## config.mk

```make
export PLATFORM = sky130hd
export DESIGN_NAME = mult_fwd_pipe
export DESIGN_NICKNAME = d
export VERILOG_FILES = /design/src/rtl/mult_pkg.sv /design/src/rtl/mult_stage_reg.sv /design/src/rtl/mult_fwd_pipe.sv
export SDC_FILE = /design/constraint.sdc
export NUM_CORES = 2
export LEC_CHECK = 0
export CAP_MARGIN = 30
export CELL_PAD_IN_SITES_DETAIL_PLACEMENT = 1
export CELL_PAD_IN_SITES_GLOBAL_PLACEMENT = 1
export CORE_UTILIZATION = 52
export CTS_BUF_LIST = sky130_fd_sc_hd__clkbuf_16
export CTS_CLUSTER_DIAMETER = 40
export DETAILED_ROUTE_END_ITERATION = 10
export PLACE_DENSITY_LB_ADDON = 0.1
export SLEW_MARGIN = 10
export SYNTH_ARGS = -nofsm -noshare
export SYNTH_HDL_FRONTEND = slang
export SYNTH_SLANG_ARGS = --single-unit
```

## constraint.sdc

```tcl
create_clock -name clk_i -period 3.4 [get_ports clk_i]
set_input_delay 0.85 -clock clk_i [delete_from_list [all_inputs] [get_ports clk_i]]
set_output_delay 0.85 -clock clk_i [all_outputs]
set_load 0.1 [all_outputs]
```

## src/rtl/mult_pkg.sv

```systemverilog
// Shared types and constants for the multiplier pipeline and its forwarding consumers.
package mult_pkg;

  localparam int unsigned MULT_XLEN       = 32;
  localparam int unsigned NUM_MULT_STAGES = 5;
  localparam int unsigned REG_ADDR_W      = 5;

  typedef enum logic [1:0] {
    MULT_MUL    = 2'd0,
    MULT_MULH   = 2'd1,
    MULT_MULHSU = 2'd2,
    MULT_MULHU  = 2'd3
  } mult_op_t;

  typedef struct packed {
    logic                  valid;
    logic [REG_ADDR_W-1:0] addr;
    logic [MULT_XLEN-1:0]  data;
  } mult_stage_t;

  // Full product with RISC-V operand signedness, then low/high half select.
  function automatic logic [MULT_XLEN-1:0] mult_result(
    input mult_op_t             op,
    input logic [MULT_XLEN-1:0] a,
    input logic [MULT_XLEN-1:0] b
  );
    logic                           a_signed;
    logic                           b_signed;
    logic signed [MULT_XLEN:0]      a_ext;
    logic signed [MULT_XLEN:0]      b_ext;
    logic signed [2*MULT_XLEN-1:0]  prod;
    a_signed = (op == MULT_MULH) || (op == MULT_MULHSU);
    b_signed = (op == MULT_MULH);
    // One extra bit lets a single signed multiplier cover all three signedness modes.
    a_ext = {a_signed & a[MULT_XLEN-1], a};
    b_ext = {b_signed & b[MULT_XLEN-1], b};
    prod  = (2*MULT_XLEN)'(a_ext) * (2*MULT_XLEN)'(b_ext);
    if (op == MULT_MUL) begin
      return prod[MULT_XLEN-1:0];
    end
    return prod[2*MULT_XLEN-1:MULT_XLEN];
  endfunction

endpackage

```

## src/rtl/mult_stage_reg.sv

```systemverilog
// One pipeline stage register: flush clears valid, hold freezes, otherwise loads.
module mult_stage_reg
  import mult_pkg::*;
(
  input  logic        clk,
  input  logic        rst_n,
  input  logic        hold,
  input  logic        flush,
  input  mult_stage_t d,
  output mult_stage_t q
);

  // Flush wins over hold so a stalled pipe can still be emptied.
  always_ff @(posedge clk or negedge rst_n) begin
    if (!rst_n) begin
      q <= '0;
    end else if (flush) begin
      q.valid <= 1'b0;
    end else if (!hold) begin
      q <= d;
    end
  end

endmodule

```

## src/rtl/mult_fwd_pipe.sv

```systemverilog
// Multi-cycle multiplier pipeline producing per-stage forwarding and a
// register-file writeback request. Optional MULT_SCOREBOARD_EN adds a
// pending-write register mask derived from the stage registers.
module mult_fwd_pipe
  import mult_pkg::*;
#(
  parameter int unsigned NUM_STAGES = NUM_MULT_STAGES,
  parameter int unsigned XLEN       = MULT_XLEN
)(
  input  logic                       clk_i,
  input  logic                       rsn_i,
  input  logic                       in_valid_i,
  output logic                       in_ready_o,
  input  logic [1:0]                 in_op_i,
  input  logic [XLEN-1:0]            in_a_i,
  input  logic [XLEN-1:0]            in_b_i,
  input  logic [4:0]                 in_addr_i,
  input  logic                       flush_i,
  output logic                       wb_valid_o,
  input  logic                       wb_ready_i,
  output logic [XLEN-1:0]            wb_data_o,
  output logic [4:0]                 wb_addr_o,
  output logic [NUM_STAGES-1:0]      fwd_wr_en_o,
  output logic [NUM_STAGES*5-1:0]    fwd_addr_o,
  output logic [NUM_STAGES*XLEN-1:0] fwd_data_o,
  output logic [31:0]                busy_mask_o
);

  mult_stage_t stage_d [NUM_STAGES];
  mult_stage_t stage_q [NUM_STAGES];
  mult_stage_t last;
  logic        last_wr;
  logic        hold;

  assign last = stage_q[NUM_STAGES-1];

  // An x0 result never requests writeback, so it can never stall the pipe.
  always_comb begin
    last_wr = last.valid && (last.addr != '0);
    hold    = last_wr && !wb_ready_i;
  end

  assign in_ready_o = !hold;
  assign wb_valid_o = last_wr;
  assign wb_data_o  = XLEN'(last.data);
  assign wb_addr_o  = last.addr;

  // Stage 1 computes the selected result; later stages shift it unchanged.
  always_comb begin
    stage_d[0].valid = in_valid_i && !hold && !flush_i;
    stage_d[0].addr  = in_addr_i;
    stage_d[0].data  = mult_result(mult_op_t'(in_op_i), MULT_XLEN'(in_a_i), MULT_XLEN'(in_b_i));
    for (int unsigned k = 1; k < NUM_STAGES; k++) begin
      stage_d[k] = stage_q[k-1];
    end
  end

  for (genvar g = 0; g < NUM_STAGES; g++) begin : g_stage
    mult_stage_reg u_stage (
      .clk   (clk_i),
      .rst_n (rsn_i),
      .hold  (hold),
      .flush (flush_i),
      .d     (stage_d[g]),
      .q     (stage_q[g])
    );
  end

  // Flatten stage contents onto the forwarding bus; every live nonzero dest asserts its bit.
  always_comb begin
    fwd_wr_en_o = '0;
    fwd_addr_o  = '0;
    fwd_data_o  = '0;
    for (int unsigned k = 0; k < NUM_STAGES; k++) begin
      fwd_wr_en_o[k]          = stage_q[k].valid && (stage_q[k].addr != '0);
      fwd_addr_o[5*k +: 5]    = stage_q[k].addr;
      fwd_data_o[XLEN*k +: XLEN] = XLEN'(stage_q[k].data);
    end
  end

`ifdef MULT_SCOREBOARD_EN
  // Registers with a write still pending anywhere in the pipe.
  always_comb begin
    busy_mask_o = '0;
    for (int unsigned k = 0; k < NUM_STAGES; k++) begin
      if (stage_q[k].valid && (stage_q[k].addr != '0)) begin
        busy_mask_o[stage_q[k].addr] = 1'b1;
      end
    end
  end
`else
  assign busy_mask_o = '0;
`endif

endmodule

```

==> results.yml <==
yosys:
  yosysWarnings: 0
  ys_top_cells_by_area: "fa_1 48%, nand2_1 10%, dfrtp_1 10%"
  yosysTopAreaCellShare_pct: 47.5
  synth_edf_count: 0
  synth_seq_cells: 190
  synthArstFlopShare_pct: 100
  synth_largest_area_cell: "fa_1"
  synth_cell_types: 68
  synth_area_mm2: 0.0474
  synth_ff_type: "dfrtp_1"
  synth-seq-area-share_pct: 10.0
  synth_commonest_cells: "1,298 x nand2_1, 1,197 x inv_1, 1,125 x fa_1, 273 x and2_1, 256 x buf_4"
  syn_inst: 5353
  avgSynthCellArea_um2: 8.86
  synth_most_common_cell: "nand2_1"
grt:
  first_global_vias: 47300
  grt_pass1_wl_um: 289000
  antenna_found_initial: 6
  grt_overflow: 0
  grt_max_degree: 140
  grt.total_usage_pct: 41.6
floorplan:
  top_level_ports: 337
  core_mm2: 0.0901
  die_h_um: 304
  die_area_mm2: 0.0924
  initial_core_util_pct: 52.6
  row_count: 110
  die_width_um: 304
timing:
  fin_crit_sh_pct: 251
  fmax_ghz: 0.117
  slew_headroom_pct: 52.2
  final-hold-violation-count: 0
  hold-worst-slack_ns: 0.406
  skew_ns: 0.0160
  final_max_slew_viol_count: 0
  tightest_slew_ns: 0.717
  worst_slack_ns: -5.13
  grt_setup_unrepaired: "true"
  setup_viol: 32
  min_period_ns: 8.53
critical_path:
  r2r_start: "g_stage[4].u_stage.q[32]"
  cp.arrival_ns: 8.90
  critPathKind: "primary input to flop"
  start_kind: "primary input"
  reg2reg_to: "g_stage[0].u_stage.q[25]"
  r2r_cells: 9
  critical_path.max_fanout: 6
  critPathSlowestCell: "fa_1"
  cpMostUsedCell: "fa_1"
  required_ns: 3.77
  reg2reg_slack_ns: 0.38
  max_stage_delay_ns: 0.61
  crit_path_end_kind: "flop"
clock_network:
  cts-root-buf: "clkbuf_16"
  clk_latency_ns: 0.45
  clk_path_buf_depth: 2
  cts_hold_buffers: 0
  cts_buffers: 17
  ctsHtreeMaxLevel: 4
  clk_pin_slew_ns: 0.08
  cts_tree: "built"
  clock-sinks: 190
drt:
  ant_nets: 0
  avgViaCountPerCell: 5.86
  routed_wl_um: 204000
  route.detailed.drc: 0
  drtIter0Drc: 3414
  drt_pass1_iterations: 5
  via_count: 41800
  wl_per_cell_um: 28.6
run:
  maxCapViolCount: 0
layout:
  top_regs: "g_stage.u_stage.q x190"
  largest_reg_flops: 190
  regArea_mm2: 0.00475
  final_nets: 7362
  drive_gt1_share_pct: 25.0
  multi_input_area_mm2: 0.0371
  fin_area_mm2: 0.0586
  syn2layout_area_growth_pct: 23.6
  top_register: "g_stage.u_stage.q"
  fillCellCount: 10100
placed_design:
  post-place-ws_ns: -5.89
  place_congestion: 0.918
  portBuffers: 304
  dpl_cell_area_mm2: 0.0542
  dp_hpwl_um: 135000
outcome:
  status: "finished, violations left"
  violations: "setup timing"
hold_path:
  worstHoldPathType: "primary input to asynchronous set/reset pin"
==> worst max-delay path by stage <==
stage	startpoint	end	slack, ns	cells past startpoint
finish	in_op_i[1]	g_stage[0].u_stage.q[30]	-5.13	34
global route	in_op_i[1]	g_stage[0].u_stage.q[12]	-5.27	35
CTS	in_op_i[0]	g_stage[0].u_stage.q[8]	-4.68	31
detailed placement	in_op_i[1]	g_stage[0].u_stage.q[31]	-5.89	29
global placement	in_op_i[1]	g_stage[0].u_stage.q[30]	-5.67	32
floorplan	in_op_i[1]	g_stage[0].u_stage.q[25]	-4.70	27
==> cell type report <==
cell class	count	share of cell area (%)
Clock inverter	15	0.346
Tap cell	1176	2.51
Timing Repair Buffer	1070	17.3
Sequential cell	190	8.11
Inverter	1198	7.74
Antenna cell	5	0.0213
Multi-Input combinational cell	3470	63.3
Clock buffer	17	0.726
==> what timing repair did <==
action / 4_1_cts / 5_1_grt
resized for setup: 541 / 169
cloned: 26 / 1
pin swaps: 212 / 154
setup endpoints to repair: 32 / 32
buffers inserted: 133 / 49
==> kinds of logic after synthesis <==
group | share of synthesized area, %
simple gates | 15.8
buf+inv | 15.7
fa+ha+maj | 53.2
compound gates | 3.88
flops | 10.0
xor+xnor | 1.24
mux | 0.195
other cells | 0.00791
==> critical path: cells and delay by family <==
kind                     cells  cell delay [ns]
AND/OR/NAND/NOR              7             1.32
adder cells (fa/ha/maj)     10             4.89
buffers and inverters       13             1.07
AO/OA/AOI/OAI                3             0.40
multiplexers                 1             0.32
==> through the flow <==
stage	util, %	std cells	setup TNS [ns]
2_1_floorplan	-	5384	-135.28
3_3_place_gp	60.1	6908	-171.61
3_5_place_dp	60.1	6908	-177.78
4_1_cts	64.1	7097	-142.44
5_1_grt	65.0	7136	-159.09
6_report	65.0	7141	-155.78
==> cell usage in the layout, fill, tap and decap left out, types with 21 or more instances in the layout <==
cell | synthesis | routed
buf_12 | 0 | 84
a21o_1 | 42 | 41
and2_1 | 273 | 252
and2_4 | 0 | 21
a21oi_1 | 84 | 48
buf_6 | 0 | 80
inv_2 | 0 | 78
a21oi_2 | 2 | 27
conb_1 | 1 | 32
inv_1 | 1197 | 1110
dfrtp_1 | 190 | 190
nor2_1 | 66 | 62
fa_2 | 0 | 85
buf_4 | 256 | 798
ha_4 | 0 | 39
o21ai_1 | 28 | 35
fa_1 | 1125 | 1040
ha_1 | 214 | 172
nand2_2 | 0 | 32
o21ai_0 | 39 | 21
nand2_1 | 1298 | 1253
xnor2_1 | 46 | 34
buf_2 | 23 | 21
==> per-layer routing <==
layer,track usage [%],vias to the layer above,share of wire [%]
li1,-,16300,-
met1,47.7,21500,33
met2,70.3,2876,48
met3,8.08,1167,9.3
met4,28.9,2,9.6
met5,0,-,0.0064
Power is left out: the tool's default activity adds up to more than one toggle a clock period on the data nets, which glitch-free logic cannot reach.
